===== src/rtl/nexys_starship_pkg.sv =====
// Shared types and constants for the starship game timer slice.
// State encoding and BCD digit limits used by the top and the digit cells.
package nexys_starship_pkg;

    typedef enum logic [1:0] {
        TIMER_IDLE   = 2'd0,
        TIMER_RUN    = 2'd1,
        TIMER_FROZEN = 2'd2
    } timer_state_t;

    localparam logic [3:0] SEC_TENS_MAX = 4'd5;
    localparam logic [3:0] DIGIT_MAX    = 4'd9;

endpackage


===== src/rtl/nexys_starship_game_timer_if.sv =====
// Game-state inputs and display/difficulty outputs of the game timer.
// The game side uses master; the timer itself uses slave.
interface nexys_starship_game_timer_if;
    logic       play_flag;
    logic       gameover_ctrl;
    logic       pause;
    logic [3:0] sec_ones;
    logic [3:0] sec_tens;
    logic [3:0] min_ones;
    logic [3:0] min_tens;
    logic [2:0] level;
    logic       sec_pulse;
    logic       time_max;
    logic       q_Idle;
    logic       q_Run;
    logic       q_Frozen;

    modport master (
        output play_flag, gameover_ctrl, pause,
        input  sec_ones, sec_tens, min_ones, min_tens, level,
        input  sec_pulse, time_max, q_Idle, q_Run, q_Frozen
    );

    modport slave (
        input  play_flag, gameover_ctrl, pause,
        output sec_ones, sec_tens, min_ones, min_tens, level,
        output sec_pulse, time_max, q_Idle, q_Run, q_Frozen
    );
endinterface


===== src/rtl/nexys_starship_bcd_digit.sv =====
// One registered BCD digit that wraps at MAX; carry is the combinational
// roll-over request passed to the next, more significant digit.
module nexys_starship_bcd_digit
    import nexys_starship_pkg::*;
#(
    parameter logic [3:0] MAX = DIGIT_MAX
) (
    input  logic       Clk,
    input  logic       Reset,
    input  logic       clr,
    input  logic       inc,
    input  logic       hold,
    output logic [3:0] value,
    output logic       carry
);

    logic [3:0] value_reg;

    always_ff @(posedge Clk) begin
        if (Reset || clr) begin
            value_reg <= 4'd0;
        end else if (inc && !hold) begin
            value_reg <= (value_reg == MAX) ? 4'd0 : value_reg + 4'd1;
        end
    end

    assign value = value_reg;
    assign carry = inc && (value_reg == MAX);

endmodule


===== src/rtl/nexys_starship_game_timer.sv =====
// Elapsed play time (MM:SS in BCD) and difficulty level for the starship game.
// Counts only while in Run; freezes on game over and clears on return to Idle.
module nexys_starship_game_timer
    import nexys_starship_pkg::*;
#(
    parameter int TICK_DIV       = 100000000,
    parameter int LEVEL_PERIOD_S = 30,
    parameter int MAX_LEVEL      = 7
) (
    input  logic                          Clk,
    input  logic                          Reset,
    nexys_starship_game_timer_if.slave    bus
);

    localparam int              PW        = $clog2(TICK_DIV);
    localparam logic [PW-1:0]   PRE_LAST  = PW'(TICK_DIV - 1);
    localparam logic [6:0]      LSEC_LAST = 7'(LEVEL_PERIOD_S - 1);
    localparam logic [2:0]      LEVEL_TOP = 3'(MAX_LEVEL);

    timer_state_t  state_reg, state_next;
    logic [PW-1:0] pre_reg, pre_next;
    logic [6:0]    level_sec_reg;
    logic [2:0]    level_reg;
    logic          sec_pulse_reg, time_max_reg;
    logic          q_idle_reg, q_run_reg, q_frozen_reg;
    logic          count_en, tick, clr;
    logic          at_ceiling, at_last_step;
    logic [3:0]    digit [4];
    logic [4:0]    carry_chain;

    always_ff @(posedge Clk) begin
        if (Reset) begin
            state_reg <= TIMER_IDLE;
            pre_reg   <= '0;
        end else begin
            state_reg <= state_next;
            pre_reg   <= pre_next;
        end
    end

    // Game over outranks a coincident tick; leaving Run for Idle clears everything.
    always_comb begin
        state_next = state_reg;
        count_en   = 1'b0;
        unique case (state_reg)
            TIMER_IDLE: begin
                if (bus.play_flag && !bus.gameover_ctrl) state_next = TIMER_RUN;
            end
            TIMER_RUN: begin
                if (bus.gameover_ctrl)   state_next = TIMER_FROZEN;
                else if (!bus.play_flag) state_next = TIMER_IDLE;
                else                     count_en   = !bus.pause;
            end
            TIMER_FROZEN: begin
                if (!bus.play_flag && !bus.gameover_ctrl) state_next = TIMER_IDLE;
            end
            default: state_next = TIMER_IDLE;
        endcase
    end

    assign tick = count_en && (pre_reg == PRE_LAST);
    assign clr  = (state_next == TIMER_IDLE);

    always_comb begin
        pre_next = pre_reg;
        if (clr)           pre_next = '0;
        else if (count_en) pre_next = (pre_reg == PRE_LAST) ? '0 : pre_reg + 1'b1;
    end

    // Digit chain: sec_ones, sec_tens, min_ones, min_tens; frozen as a whole at 99:59.
    assign carry_chain[0] = tick;
    generate
        for (genvar gi = 0; gi < 4; gi++) begin : g_digit
            nexys_starship_bcd_digit #(
                .MAX ((gi == 1) ? SEC_TENS_MAX : DIGIT_MAX)
            ) u_digit (
                .Clk   (Clk),
                .Reset (Reset),
                .clr   (clr),
                .inc   (carry_chain[gi]),
                .hold  (at_ceiling),
                .value (digit[gi]),
                .carry (carry_chain[gi+1])
            );
        end
    endgenerate

    assign at_ceiling   = (digit[3] == 4'd9) && (digit[2] == 4'd9) &&
                          (digit[1] == 4'd5) && (digit[0] == 4'd9);
    assign at_last_step = (digit[3] == 4'd9) && (digit[2] == 4'd9) &&
                          (digit[1] == 4'd5) && (digit[0] == 4'd8);

    always_ff @(posedge Clk) begin
        if (Reset) begin
            level_sec_reg <= '0;
            level_reg     <= '0;
            sec_pulse_reg <= 1'b0;
            time_max_reg  <= 1'b0;
            q_idle_reg    <= 1'b1;
            q_run_reg     <= 1'b0;
            q_frozen_reg  <= 1'b0;
        end else begin
            sec_pulse_reg <= tick;
            q_idle_reg    <= (state_next == TIMER_IDLE);
            q_run_reg     <= (state_next == TIMER_RUN);
            q_frozen_reg  <= (state_next == TIMER_FROZEN);
            // A tick arriving while already at the ceiling (carry out of min_tens) also keeps it set.
            time_max_reg  <= !clr && (time_max_reg || at_ceiling ||
                                      (tick && at_last_step) || carry_chain[4]);
            if (clr) begin
                level_sec_reg <= '0;
                level_reg     <= '0;
            end else if (tick) begin
                if (level_sec_reg == LSEC_LAST) begin
                    level_sec_reg <= '0;
                    if (level_reg < LEVEL_TOP) level_reg <= level_reg + 3'd1;
                end else begin
                    level_sec_reg <= level_sec_reg + 7'd1;
                end
            end
        end
    end

    assign bus.sec_ones  = digit[0];
    assign bus.sec_tens  = digit[1];
    assign bus.min_ones  = digit[2];
    assign bus.min_tens  = digit[3];
    assign bus.level     = level_reg;
    assign bus.sec_pulse = sec_pulse_reg;
    assign bus.time_max  = time_max_reg;
    assign bus.q_Idle    = q_idle_reg;
    assign bus.q_Run     = q_run_reg;
    assign bus.q_Frozen  = q_frozen_reg;

endmodule


===== src/flat_wrapper.sv =====
// flat-port wrapper written by rule: the top's interface ports become plain ports
module nexys_starship_game_timer_flat import nexys_starship_pkg::*;
#(
    parameter int TICK_DIV       = 100000000,
    parameter int LEVEL_PERIOD_S = 30,
    parameter int MAX_LEVEL      = 7
)
  (Clk, Reset, bus_play_flag, bus_gameover_ctrl, bus_pause, bus_sec_ones, bus_sec_tens, bus_min_ones, bus_min_tens, bus_level, bus_sec_pulse, bus_time_max, bus_q_Idle, bus_q_Run, bus_q_Frozen);
  nexys_starship_game_timer_if bus_i ();
  input  logic Clk;
  input  logic Reset;
  input wire logic [$bits(bus_i.play_flag)-1:0] bus_play_flag;
  input wire logic [$bits(bus_i.gameover_ctrl)-1:0] bus_gameover_ctrl;
  input wire logic [$bits(bus_i.pause)-1:0] bus_pause;
  output wire logic [$bits(bus_i.sec_ones)-1:0] bus_sec_ones;
  output wire logic [$bits(bus_i.sec_tens)-1:0] bus_sec_tens;
  output wire logic [$bits(bus_i.min_ones)-1:0] bus_min_ones;
  output wire logic [$bits(bus_i.min_tens)-1:0] bus_min_tens;
  output wire logic [$bits(bus_i.level)-1:0] bus_level;
  output wire logic [$bits(bus_i.sec_pulse)-1:0] bus_sec_pulse;
  output wire logic [$bits(bus_i.time_max)-1:0] bus_time_max;
  output wire logic [$bits(bus_i.q_Idle)-1:0] bus_q_Idle;
  output wire logic [$bits(bus_i.q_Run)-1:0] bus_q_Run;
  output wire logic [$bits(bus_i.q_Frozen)-1:0] bus_q_Frozen;
  assign bus_i.play_flag = bus_play_flag;
  assign bus_i.gameover_ctrl = bus_gameover_ctrl;
  assign bus_i.pause = bus_pause;
  assign bus_sec_ones = bus_i.sec_ones;
  assign bus_sec_tens = bus_i.sec_tens;
  assign bus_min_ones = bus_i.min_ones;
  assign bus_min_tens = bus_i.min_tens;
  assign bus_level = bus_i.level;
  assign bus_sec_pulse = bus_i.sec_pulse;
  assign bus_time_max = bus_i.time_max;
  assign bus_q_Idle = bus_i.q_Idle;
  assign bus_q_Run = bus_i.q_Run;
  assign bus_q_Frozen = bus_i.q_Frozen;
  nexys_starship_game_timer #(.TICK_DIV(TICK_DIV), .LEVEL_PERIOD_S(LEVEL_PERIOD_S), .MAX_LEVEL(MAX_LEVEL)) u_core (.Clk(Clk), .Reset(Reset), .bus(bus_i));
endmodule

===== config.mk =====
export PLATFORM = sky130hd
export DESIGN_NAME = nexys_starship_game_timer_flat
export DESIGN_NICKNAME = d
export VERILOG_FILES = /design/src/rtl/nexys_starship_pkg.sv /design/src/rtl/nexys_starship_game_timer_if.sv /design/src/rtl/nexys_starship_bcd_digit.sv /design/src/rtl/nexys_starship_game_timer.sv /design/src/flat_wrapper.sv
export SDC_FILE = /design/constraint.sdc
export NUM_CORES = 1
export LEC_CHECK = 0
export ABC_AREA = 1
export CORE_MARGIN = 2
export CORE_UTILIZATION = 55
export DETAILED_ROUTE_END_ITERATION = 12
export GPL_ROUTABILITY_DRIVEN = 0
export PLACE_DENSITY = 0.73
export SLEW_MARGIN = 30
export SYNTH_ARGS = -nofsm -noshare
export SYNTH_HDL_FRONTEND = slang
export SYNTH_SLANG_ARGS = --single-unit

===== constraint.sdc =====
create_clock -name Clk -period 2 [get_ports Clk]
set_clock_uncertainty 0.05 [all_clocks]
set_input_delay 0.3 -clock Clk [delete_from_list [all_inputs] [get_ports Clk]]
set_output_delay 0.3 -clock Clk [all_outputs]
set_load 0.005 [all_outputs]

== After elaboration in Yosys (flattened, before gate mapping) ==
Index checks and enable logic that the tools add are counted.

* Shift operators: 0
* Multiply operators: 0
* Divide/modulo/power cells: 0
* Equality and inequality tests: 11
* $add $sub $neg: 7
* Bitwise gates (word level): 0
* Reductions and logical operators: 30
* Multiplexer cells: 14
* $lt $le $gt $ge: 1

{| class="wikitable"
|+ Operators with widths
! kind !! count
|-
| $add A27 B1 Y27 const B || 1
|-
| $eq A27 B27 Y1 const B || 1
|-
| $mux W27 || 1
|-
| $logic_and A1 B1 Y1 || 17
|-
| $add A4 B1 Y4 const B || 4
|-
| $eq A4 B4 Y1 const B || 4
|-
| $mux W4 || 4
|-
| $mux W2 || 4
|-
| $add A7 B1 Y7 const B || 1
|-
| $eq A7 B5 Y1 const B || 1
|-
| $mux W7 || 1
|-
| $pmux W2 S3 || 1
|-
| $logic_not A1 Y1 || 5
|-
| $eq A2 B1 Y1 const B || 2
|-
| $eq A2 B2 Y1 const B || 2
|-
| $eq A4 B3 Y1 const B || 1
|-
| $logic_not A2 Y1 || 2
|-
| $logic_or A1 B1 Y1 || 4
|-
| $add A3 B1 Y3 const B || 1
|-
| $lt A3 B3 Y1 const B || 1
|-
| $mux W1 || 3
|-
| $reduce_and A3 Y1 || 1
|-
| $reduce_or A2 Y1 || 1
|}

* Memories kept: 0
* ROM bits: 0
* Latch bits: 0
* RAM bits: 0
* Input port bits: 5
* Logic and storage cells: 76
* Register bits after elaboration: 60
* Output and inout bits: 24

== Longest topological paths before layout ==
Gate-level depths: netlist of run 1.

* Word-level depth: 11
* Depth in mapped cells: 12
* Mapped depth without buffers: 12

== Cells and area by module ==
From an unflattened synthesis of run 1, not the netlist that was laid out.

* Cells, all modules: 543
* Area total of the unflattened synthesis: 3504.6 um^2

{| class="wikitable"
|+ Modules (own cells, without submodules)
! module !! seq. area each (um^2) !! area each (um^2) !! cells an instance !! times used
|-
| nexys_starship_game_timer || 880.8 || 2610.0 || 408 || 1
|-
| nexys_starship_bcd_digit (u_core.g_digit[0].u_digit ...) || 80.1 || 220.2 || 33 || 3
|-
| nexys_starship_bcd_digit (u_core.g_digit[1].u_digit) || 80.1 || 234.0 || 36 || 1
|}

== Worst setup path after synthesis of run 1 ==
No wires, ideal clock.

* Kind: reg-to-reg
* From: register u_core.pre_reg[0]
* To: register u_core.level_reg[0], in the netlist u_core.bus.level[0]
* Period minus slack after synthesis: 1634 ps
* Cell stages (with the launch flop): 10
* Data required time: 1826 ps
* Setup slack: 366 ps
* Library setup time: 124 ps
* Arrival time: 1459 ps
* Buffers on the path: 1
* Cell sequence: dfxtp_1 -> ha_1 -> nand2_1 -> nor3_2 -> nand3_2 -> nor2_4 -> buf_6 -> nand2_2 -> a31oi_1 -> a21oi_1

* Longest elaborated chain between the ends: 3

{| class="wikitable"
|+ RTL lines
! what !! line !! source
|-
| start: declaration || nexys_starship_game_timer.sv:21 || <nowiki>logic [PW-1:0] pre_reg, pre_next;</nowiki>
|-
| start signal: assignment || nexys_starship_game_timer.sv:37 || <nowiki>pre_reg <= pre_next;</nowiki>
|-
| $eq A27 B27 Y1 || nexys_starship_game_timer.sv:61 || <nowiki>assign tick = count_en && (pre_reg == PRE_LAST);</nowiki>
|-
| $logic_and A1 B1 Y1 || nexys_starship_game_timer.sv:61 ||
|-
| $reduce_and A3 Y1 (no line) || -- ||
|-
| end signal: assignment || nexys_starship_game_timer.sv:116 || <nowiki>if (level_reg < LEVEL_TOP) level_reg <= level_reg + 3'd1;</nowiki>
|-
| end: declaration || nexys_starship_game_timer.sv:23 || <nowiki>logic [2:0] level_reg;</nowiki>
|}

Every way passes these cells.
A chain may end at the register's enable or synchronous reset.

== Worst setup path in the final report of run 1 ==
* From: register u_core.pre_reg[0]
* To: register u_core.g_digit[1].u_digit.value_reg[2]

* Longest elaborated chain between the ends: 4

{| class="wikitable"
|+ RTL lines
! what !! line !! source
|-
| $eq A27 B27 Y1 || nexys_starship_game_timer.sv:61 ||
|-
| $logic_and A1 B1 Y1 || nexys_starship_game_timer.sv:61 ||
|-
| $logic_and A1 B1 Y1 || nexys_starship_bcd_digit.sv:28 || <nowiki>assign carry = inc && (value_reg == MAX);</nowiki>
|-
| $logic_and A1 B1 Y1 || nexys_starship_bcd_digit.sv:22 || <nowiki>end else if (inc && !hold) begin</nowiki>
|-
| end signal: assignment || nexys_starship_bcd_digit.sv:23 || <nowiki>value_reg <= (value_reg == MAX) ? 4'd0 : value_reg + 4'd1;</nowiki>
|-
| end: declaration || nexys_starship_bcd_digit.sv:17 || <nowiki>logic [3:0] value_reg;</nowiki>
|}

Every way passes these cells.

==> reports/summary.md, run 1 <==
## Clock network
- insertion delay of the later-clocked pin in the worst-skew pair: 350 ps
- worst-case clock buffer depth: 2
- CTS buffer count: 9
- clk root buf: sky130_fd_sc_hd__clkbuf_8
- count of clock tree sinks: 60
- count of hold buffers inserted by post-cts repair: 0
- clock-pin slew of the registers on the worst-case setup and hold paths: 80 ps
- number of H-tree branching levels: 3
- TritonCTS clock tree: yes

## Outcome
- result of the run: finished, final reports clean

## Detailed routing
- routed vias/inst: 5.32
- 1st-pass router iterations: 5
- remaining antenna violation count: 0
- DRC violations left: 0
- via count of the routed design: 3310
- starting DRC count in detailed routing: 184
- wire per inst: 12.7 µm
- total length of routed wires: 7.91 mm

## Finish
- net count of the finished layout: 551
- number of filler instances in the final layout: 505
- max FFs per register: 27
- fraction of final layout cells with drive strength greater than 1: 18.5%
- layout overhead on the synthesized area: 23.2%
- Antenna diodes: 0

## Synthesis
- Net Count, Synth: 490
- average size of a mapped cell: 7.01 µm²
- synthesized cell area: 3370 µm²
- total number of yosys warnings: 0
- count of flip-flops with a built-in enable after synthesis: 0
- share of async-settable or async-resettable flops after synthesis: 0%
- ys flop type: sky130_fd_sc_hd__dfxtp_1
- Yosys cell types: 41
- sequential fraction of the synthesis area: 35.6%
- number of storage elements in the synthesis netlist: 60
- gate count after technology mapping: 481

## Global route
- total global routing overflow: 0
- maximum number of pins on one net before global-route repair: 17
- overall global routing resource usage: 26.1%
- wire length of the first global-routing pass: 13.6 mm
- antenna violations before repair: 0
- number of global-route vias before repair: 3075

## Min path
- worst min-delay path class: register to register

## Timing
- setup-violating endpoint count in the final report: 0
- unrepaired setup endpoints after global routing: false
- Min Hold Slack: 425 ps
- worst rel slew slack: 79.3%
- fin crit share: 92.7%
- worst slew pin tran: 307 ps
- final hold violation count: 0
- post-route minimum period: 1850 ps
- worst path setup slack after routing: 146 ps
- max-slew violation count: 0
- fmax: 0.539 GHz

## Placed design
- Post-Place Worst Slack: -101 ps
- Detailed Place HPWL: 6.10 mm
- number of buffers added on ports: 28

## Worst setup path
- CP Max Fanout: 4
- type of the setup path with the least slack: register to register
- arrival time reported for the critical path endpoint: 2090 ps
- capturing element type of the critical path: register
- kind of launch point of the worst setup path: register
- data required time at the worst endpoint: 2230 ps

## Floorplanning
- cell row count: 28
- full die area: 6770 µm²
- number of top-level pins: 29
- Floorplan Core Area: 5920 µm²
- effective utilization at floorplan: 56.9%
- Chip Width: 82.3 µm
- Vert. Die Dim: 82.3 µm

## Power
- maximum resistive drop on vdd: 0.000524 V
- power density of the placed cells: 582 nW/µm²
- Lkg Pwr: 1.47 nW

## Run
- number of max-cap violations: 0

==> worst max-delay path, stage by stage (launching register included) <==
cell and delay (ps):
sky130_fd_sc_hd__dfxtp_2 350, sky130_fd_sc_hd__ha_2 190, sky130_fd_sc_hd__nand2_1 110, sky130_fd_sc_hd__nor2_2 190, sky130_fd_sc_hd__nand2_2 120, sky130_fd_sc_hd__nor3_4 160
sky130_fd_sc_hd__nand3_4 120, sky130_fd_sc_hd__nor3_1 220, sky130_fd_sc_hd__nand3_1 120, sky130_fd_sc_hd__a21oi_1 160
==> cells by family after synthesis <==
kind of cell | share of synthesized area (%)
and+or+nand+nor | 40.8
buffers and inverters | 9.06
DFF | 35.6
AOI/OAI and AO/OA | 9.35
xor gates and xnor gates | 3.64
adders and majority gates | 1.48
==> Yosys cell counts (5+ instances only) <==
cell | count | area [µm²]
sky130_fd_sc_hd__nand2_1 | 98 | 368
sky130_fd_sc_hd__nor2_1 | 61 | 229
sky130_fd_sc_hd__dfxtp_1 | 60 | 1200
sky130_fd_sc_hd__inv_1 | 57 | 214
sky130_fd_sc_hd__a21oi_1 | 32 | 160
sky130_fd_sc_hd__nand3_1 | 29 | 145
sky130_fd_sc_hd__nor3_1 | 19 | 95.1
sky130_fd_sc_hd__nand4_1 | 17 | 106
sky130_fd_sc_hd__o21ai_0 | 13 | 65.1
sky130_fd_sc_hd__inv_2 | 10 | 37.5
sky130_fd_sc_hd__xor2_1 | 10 | 87.6
sky130_fd_sc_hd__nor2_4 | 8 | 90.1
sky130_fd_sc_hd__nand2_2 | 6 | 37.5
sky130_fd_sc_hd__nor2_2 | 6 | 37.5
sky130_fd_sc_hd__nor3_2 | 5 | 50.1
sky130_fd_sc_hd__o21ai_1 | 5 | 25.0
==> routing by layer <==
metal | routed length [µm] | up-vias | share of wire, % | global-route usage (%)
met5 | 0 | - | 0 | 0
met4 | 168 | 0 | 2.1 | 10.5
met3 | 534 | 17 | 6.7 | 6.30
met2 | 3630 | 121 | 46 | 41.2
met1 | 3580 | 1483 | 45 | 34.2
li1 | - | 1689 | - | -
==> layout make-up <==
class                      instances  area, µm²  share of cell area, %
timing repair buffer              56        515                   12.4
inverter                          69        259                   6.24
multi-input combinational        346       1880                   45.3
sequential                        60       1200                   29.0
clock buffer                       9        124                   2.98
tap                               75       93.8                   2.26
clock inverter                     7       76.3                   1.84
==> repair_timing <==
action	in CTS	in global routing
setup buffers	0	0
endpoints found under the setup margin	0	9
resized for setup	0	9
==> metrics by stage <==
stage / instances / utilization [%] / setup TNS, ps / total power [mW] / area, µm²
after floorplan: 481 / - / 0 / 1.27 / 3370
after global placement: 606 / 66.4 / -540 / 1.32 / 3930
after detailed placement: 606 / 66.4 / -1630 / 1.32 / 3930
after CTS: 622 / 69.8 / 0 / 2.44 / 4130
after global routing: 622 / 70.1 / 0 / 2.49 / 4150
final: 622 / 70.1 / 0 / 2.42 / 4150
==> power breakdown <==
part | internal (mW) | switching, mW
Sequential | 1.20 | 0.00215
Clock | 0.581 | 0.543
Combinational | 0.0406 | 0.0519
==> path summary, 6_finish.rpt <==
path / from / to / slack, ps / depth (start not counted)
worst max-delay path: u_core.pre_reg[0] / u_core.g_digit[1].u_digit.value[2] / 150 / 9
worst min-delay path: u_core.pre_reg[25] / u_core.pre_reg[25] / 420 / 2
worst max register to register: u_core.pre_reg[0] / u_core.g_digit[1].u_digit.value[2] / 150 / 9
worst min register to register: u_core.pre_reg[25] / u_core.pre_reg[25] / 420 / 2
==> layout by cell type (no fill, tap or decap), types with 7 or more instances in the layout <==
cell type,n
sky130_fd_sc_hd__nand2_1,97
sky130_fd_sc_hd__nor2_1,60
sky130_fd_sc_hd__dfxtp_1,58
sky130_fd_sc_hd__inv_1,57
sky130_fd_sc_hd__a21oi_1,32
sky130_fd_sc_hd__nand3_1,29
sky130_fd_sc_hd__clkdlybuf4s50_1,28
sky130_fd_sc_hd__buf_4,26
sky130_fd_sc_hd__nor3_1,19
sky130_fd_sc_hd__nand4_1,17
sky130_fd_sc_hd__o21ai_0,11
sky130_fd_sc_hd__inv_2,10
sky130_fd_sc_hd__xor2_1,10
sky130_fd_sc_hd__nor2_4,9
sky130_fd_sc_hd__clkbuf_8,9
sky130_fd_sc_hd__nand2_2,7
(Power assumes the default switching activity.)
==> inputs of run 2 (changes only) <==
==> constraint.sdc (replaced) <==
create_clock -name Clk -period 2.3 [get_ports Clk]
set_clock_uncertainty 0.05 [all_clocks]
set_input_delay 0.345 -clock Clk [delete_from_list [all_inputs] [get_ports Clk]]
set_output_delay 0.345 -clock Clk [all_outputs]
set_load 0.005 [all_outputs]
==> run 2 against run 1 <==
Effect of this change:
- wire length down 5.0%
- combinational power down 27%
- die area stayed put
- sequential share of layout area up 1.4 points
- via count shrank 2.8%
- total power is 15% lower
- critical path depth did not move
- fmax decreased by 2.5%
- clock power fell by 15%
- flip-flop and latch count is the same
- utilization shrank 3.3 points
- cell count is 3.2% lower
- critical path type unchanged
- largest cell class unchanged
- largest power group unchanged
- highest routed layer unchanged
==> reports/summary.md, run 2 (same netlist as run 1, synthesis figures left out) <==
## Worst setup path
- capturing element type of the critical path: register
- slowest library cell on the worst path: sky130_fd_sc_hd__dfxtp_1
- Worst setup startpoint: u_core.pre_reg[1]
- CP Max Fanout: 7, +3
- type of the setup path with the least slack: register to register
- arrival time reported for the critical path endpoint: 2130 ps, +40 ps
- source of the worst register-to-register timing path: u_core.pre_reg[1]
- kind of launch point of the worst setup path: register
- data required time at the worst endpoint: 2530 ps, +300 ps
- slowest cell delay on critical path: 360 ps, about the same
- critical path cell sequence: ha_1, nand2_1, nor2_2, nand2_2, nor3_4, nand3_4, nor3_1, nand3_1, a21oi_1

## Power
- Lkg Pwr: 1.37 nW, -6.9%
- power density of the placed cells: 521 nW/µm², -11%
- maximum resistive drop on vdd: 0.000383 V, -27%

## Clock network
- post-CTS sizing: 0, unchanged
- setup repair bufs after CTS: 0, unchanged
- clock-pin slew of the registers on the worst-case setup and hold paths: 70 ps, about the same
- number of H-tree branching levels: 3, unchanged
- CTS buffer count: 9, unchanged
- TritonCTS clock tree: yes
- count of clock tree sinks: 60, unchanged
- count of hold buffers inserted by post-cts repair: 0, unchanged
- insertion delay of the later-clocked pin in the worst-skew pair: 340 ps, about the same
- clk root buf: sky130_fd_sc_hd__clkbuf_8
- worst-case clock buffer depth: 2, unchanged

## Timing
- post-route minimum period: 1900 ps, +47.0 ps
- fmax: 0.526 GHz, -2.5%
- worst slew pin tran: 347 ps, +39.7 ps
- worst rel slew slack: 76.7%, -2.6 points
- unrepaired setup endpoints after global routing: false
- max-slew violation count: 0, unchanged
- post-route setup TNS: 0 ps, unchanged
- fin crit share: 82.7%, -10 points
- final hold violation count: 0, unchanged
- setup-violating endpoint count in the final report: 0, unchanged

## Detailed routing
- starting DRC count in detailed routing: 256, +39%
- 1st-pass router iterations: 5, unchanged
- remaining antenna violation count: 0, unchanged
- routed vias/inst: 5.35, +0.45%
- via count of the routed design: 3218, -2.8%
- DRC violations left: 0, unchanged
- wire per inst: 12.5 µm, -1.9%
- total length of routed wires: 7.52 mm, -5.0%

## Finish
- most used cells in the layout excluding fill and tap cells: sky130_fd_sc_hd__nand2_1 (98), sky130_fd_sc_hd__nor2_1 (61), sky130_fd_sc_hd__dfxtp_1 (60)
- max FFs per register: 27, unchanged
- net count of the finished layout: 531, -3.6%
- fraction of final layout cells with drive strength greater than 1: 14.2%, -4.2 points
- non-filler instance count after layout: 602, -3.2%
- Non-Filler Cell Area, Final: 3960 µm², -4.7%
- most common cell after layout, fill and taps aside: sky130_fd_sc_hd__nand2_1
- Antenna diodes: 0, unchanged
- layout overhead on the synthesized area: 17.4%

## Floorplanning
- full die area: 6770 µm², unchanged
- effective utilization at floorplan: 56.9%, unchanged
- Floorplan Core Area: 5920 µm², unchanged
- cell row count: 28, unchanged
- Chip Width: 82.3 µm, unchanged
- number of top-level pins: 29, unchanged
- Vert. Die Dim: 82.3 µm, unchanged

## Global route
- overall global routing resource usage: 24.8%, -1.3 points
- maximum number of pins on one net before global-route repair: 13, -4
- total global routing overflow: 0, unchanged
- wire length of the first global-routing pass: 12.9 mm, -5.1%
- number of global-route vias before repair: 2860, -7.0%
- antenna violations before repair: 0, unchanged

## Run
- number of max-cap violations: 0, unchanged

## Min path
- worst min-delay path class: register to register
- startpoint of the worst hold path: u_core.pre_reg[25]

## Placed design
- Detailed Place HPWL: 5.85 mm, -4.2%
- cell count after placement: 586, -3.3%
- number of buffers added on ports: 28, unchanged
- Post-DP Area: 3760 µm², -4.5%

## Outcome
- result of the run: finished, final reports clean

==> run 2: layout make-up <==
| type | instances | area, µm² |
|---|---|---|
| clock inverter | 7 | 76.3 |
| multi-input combinational | 346 | 1860 |
| clock buffer | 9 | 124 |
| tap | 75 | 93.8 |
| inverter | 69 | 259 |
| timing repair buffer | 36 | 340 |
| sequential | 60 | 1200 |
| fill | 514 | 1960 |
==> run 2: final timing paths <==
kind,endpoint,slack [ps],cells after the start
setup / recovery,u_core.g_digit[1].u_digit.value[2],400,9
hold / removal,u_core.pre_reg[25],430,2
setup reg to reg,u_core.g_digit[1].u_digit.value[2],400,9
hold reg to reg,u_core.pre_reg[25],430,2
==> run 2: routing by layer <==
layer | up-vias | track usage (%) | wire [µm]
li1 | 1651 | - | -
met1 | 1427 | 32.9 | 3510
met2 | 116 | 38.5 | 3390
met3 | 24 | 5.00 | 450
met4 | 0 | 11.7 | 170
met5 | - | 0 | 0
==> run 2: through the flow <==
stage	worst slack (ps)	util, %	total power, mW	hold slack, ps
final	398	66.9	2.06	426
after global routing	149	66.9	2.14	464
after CTS	395	66.9	2.08	426
after detailed placement	114	63.5	1.14	416
after global placement	95.3	63.5	1.14	406
after floorplan	666	-	1.11	367
==> run 2: worst max-delay path: cells and delay by family (launching register included) <==
family | cells | cell delay [ps]
and+or+nand+nor | 7 | 1120
AOI/OAI and AO/OA | 1 | 130
adders and majority gates | 1 | 180
DFF | 1 | 360
==> run 2: power by group <==
group / internal (mW) / switching [mW] / total [mW]
Combinational: 0.0261 / 0.0418 / 0.0679
Clock: 0.505 / 0.445 / 0.950
Sequential: 1.04 / 0.00175 / 1.04
Total: 1.57 / 0.489 / 2.06
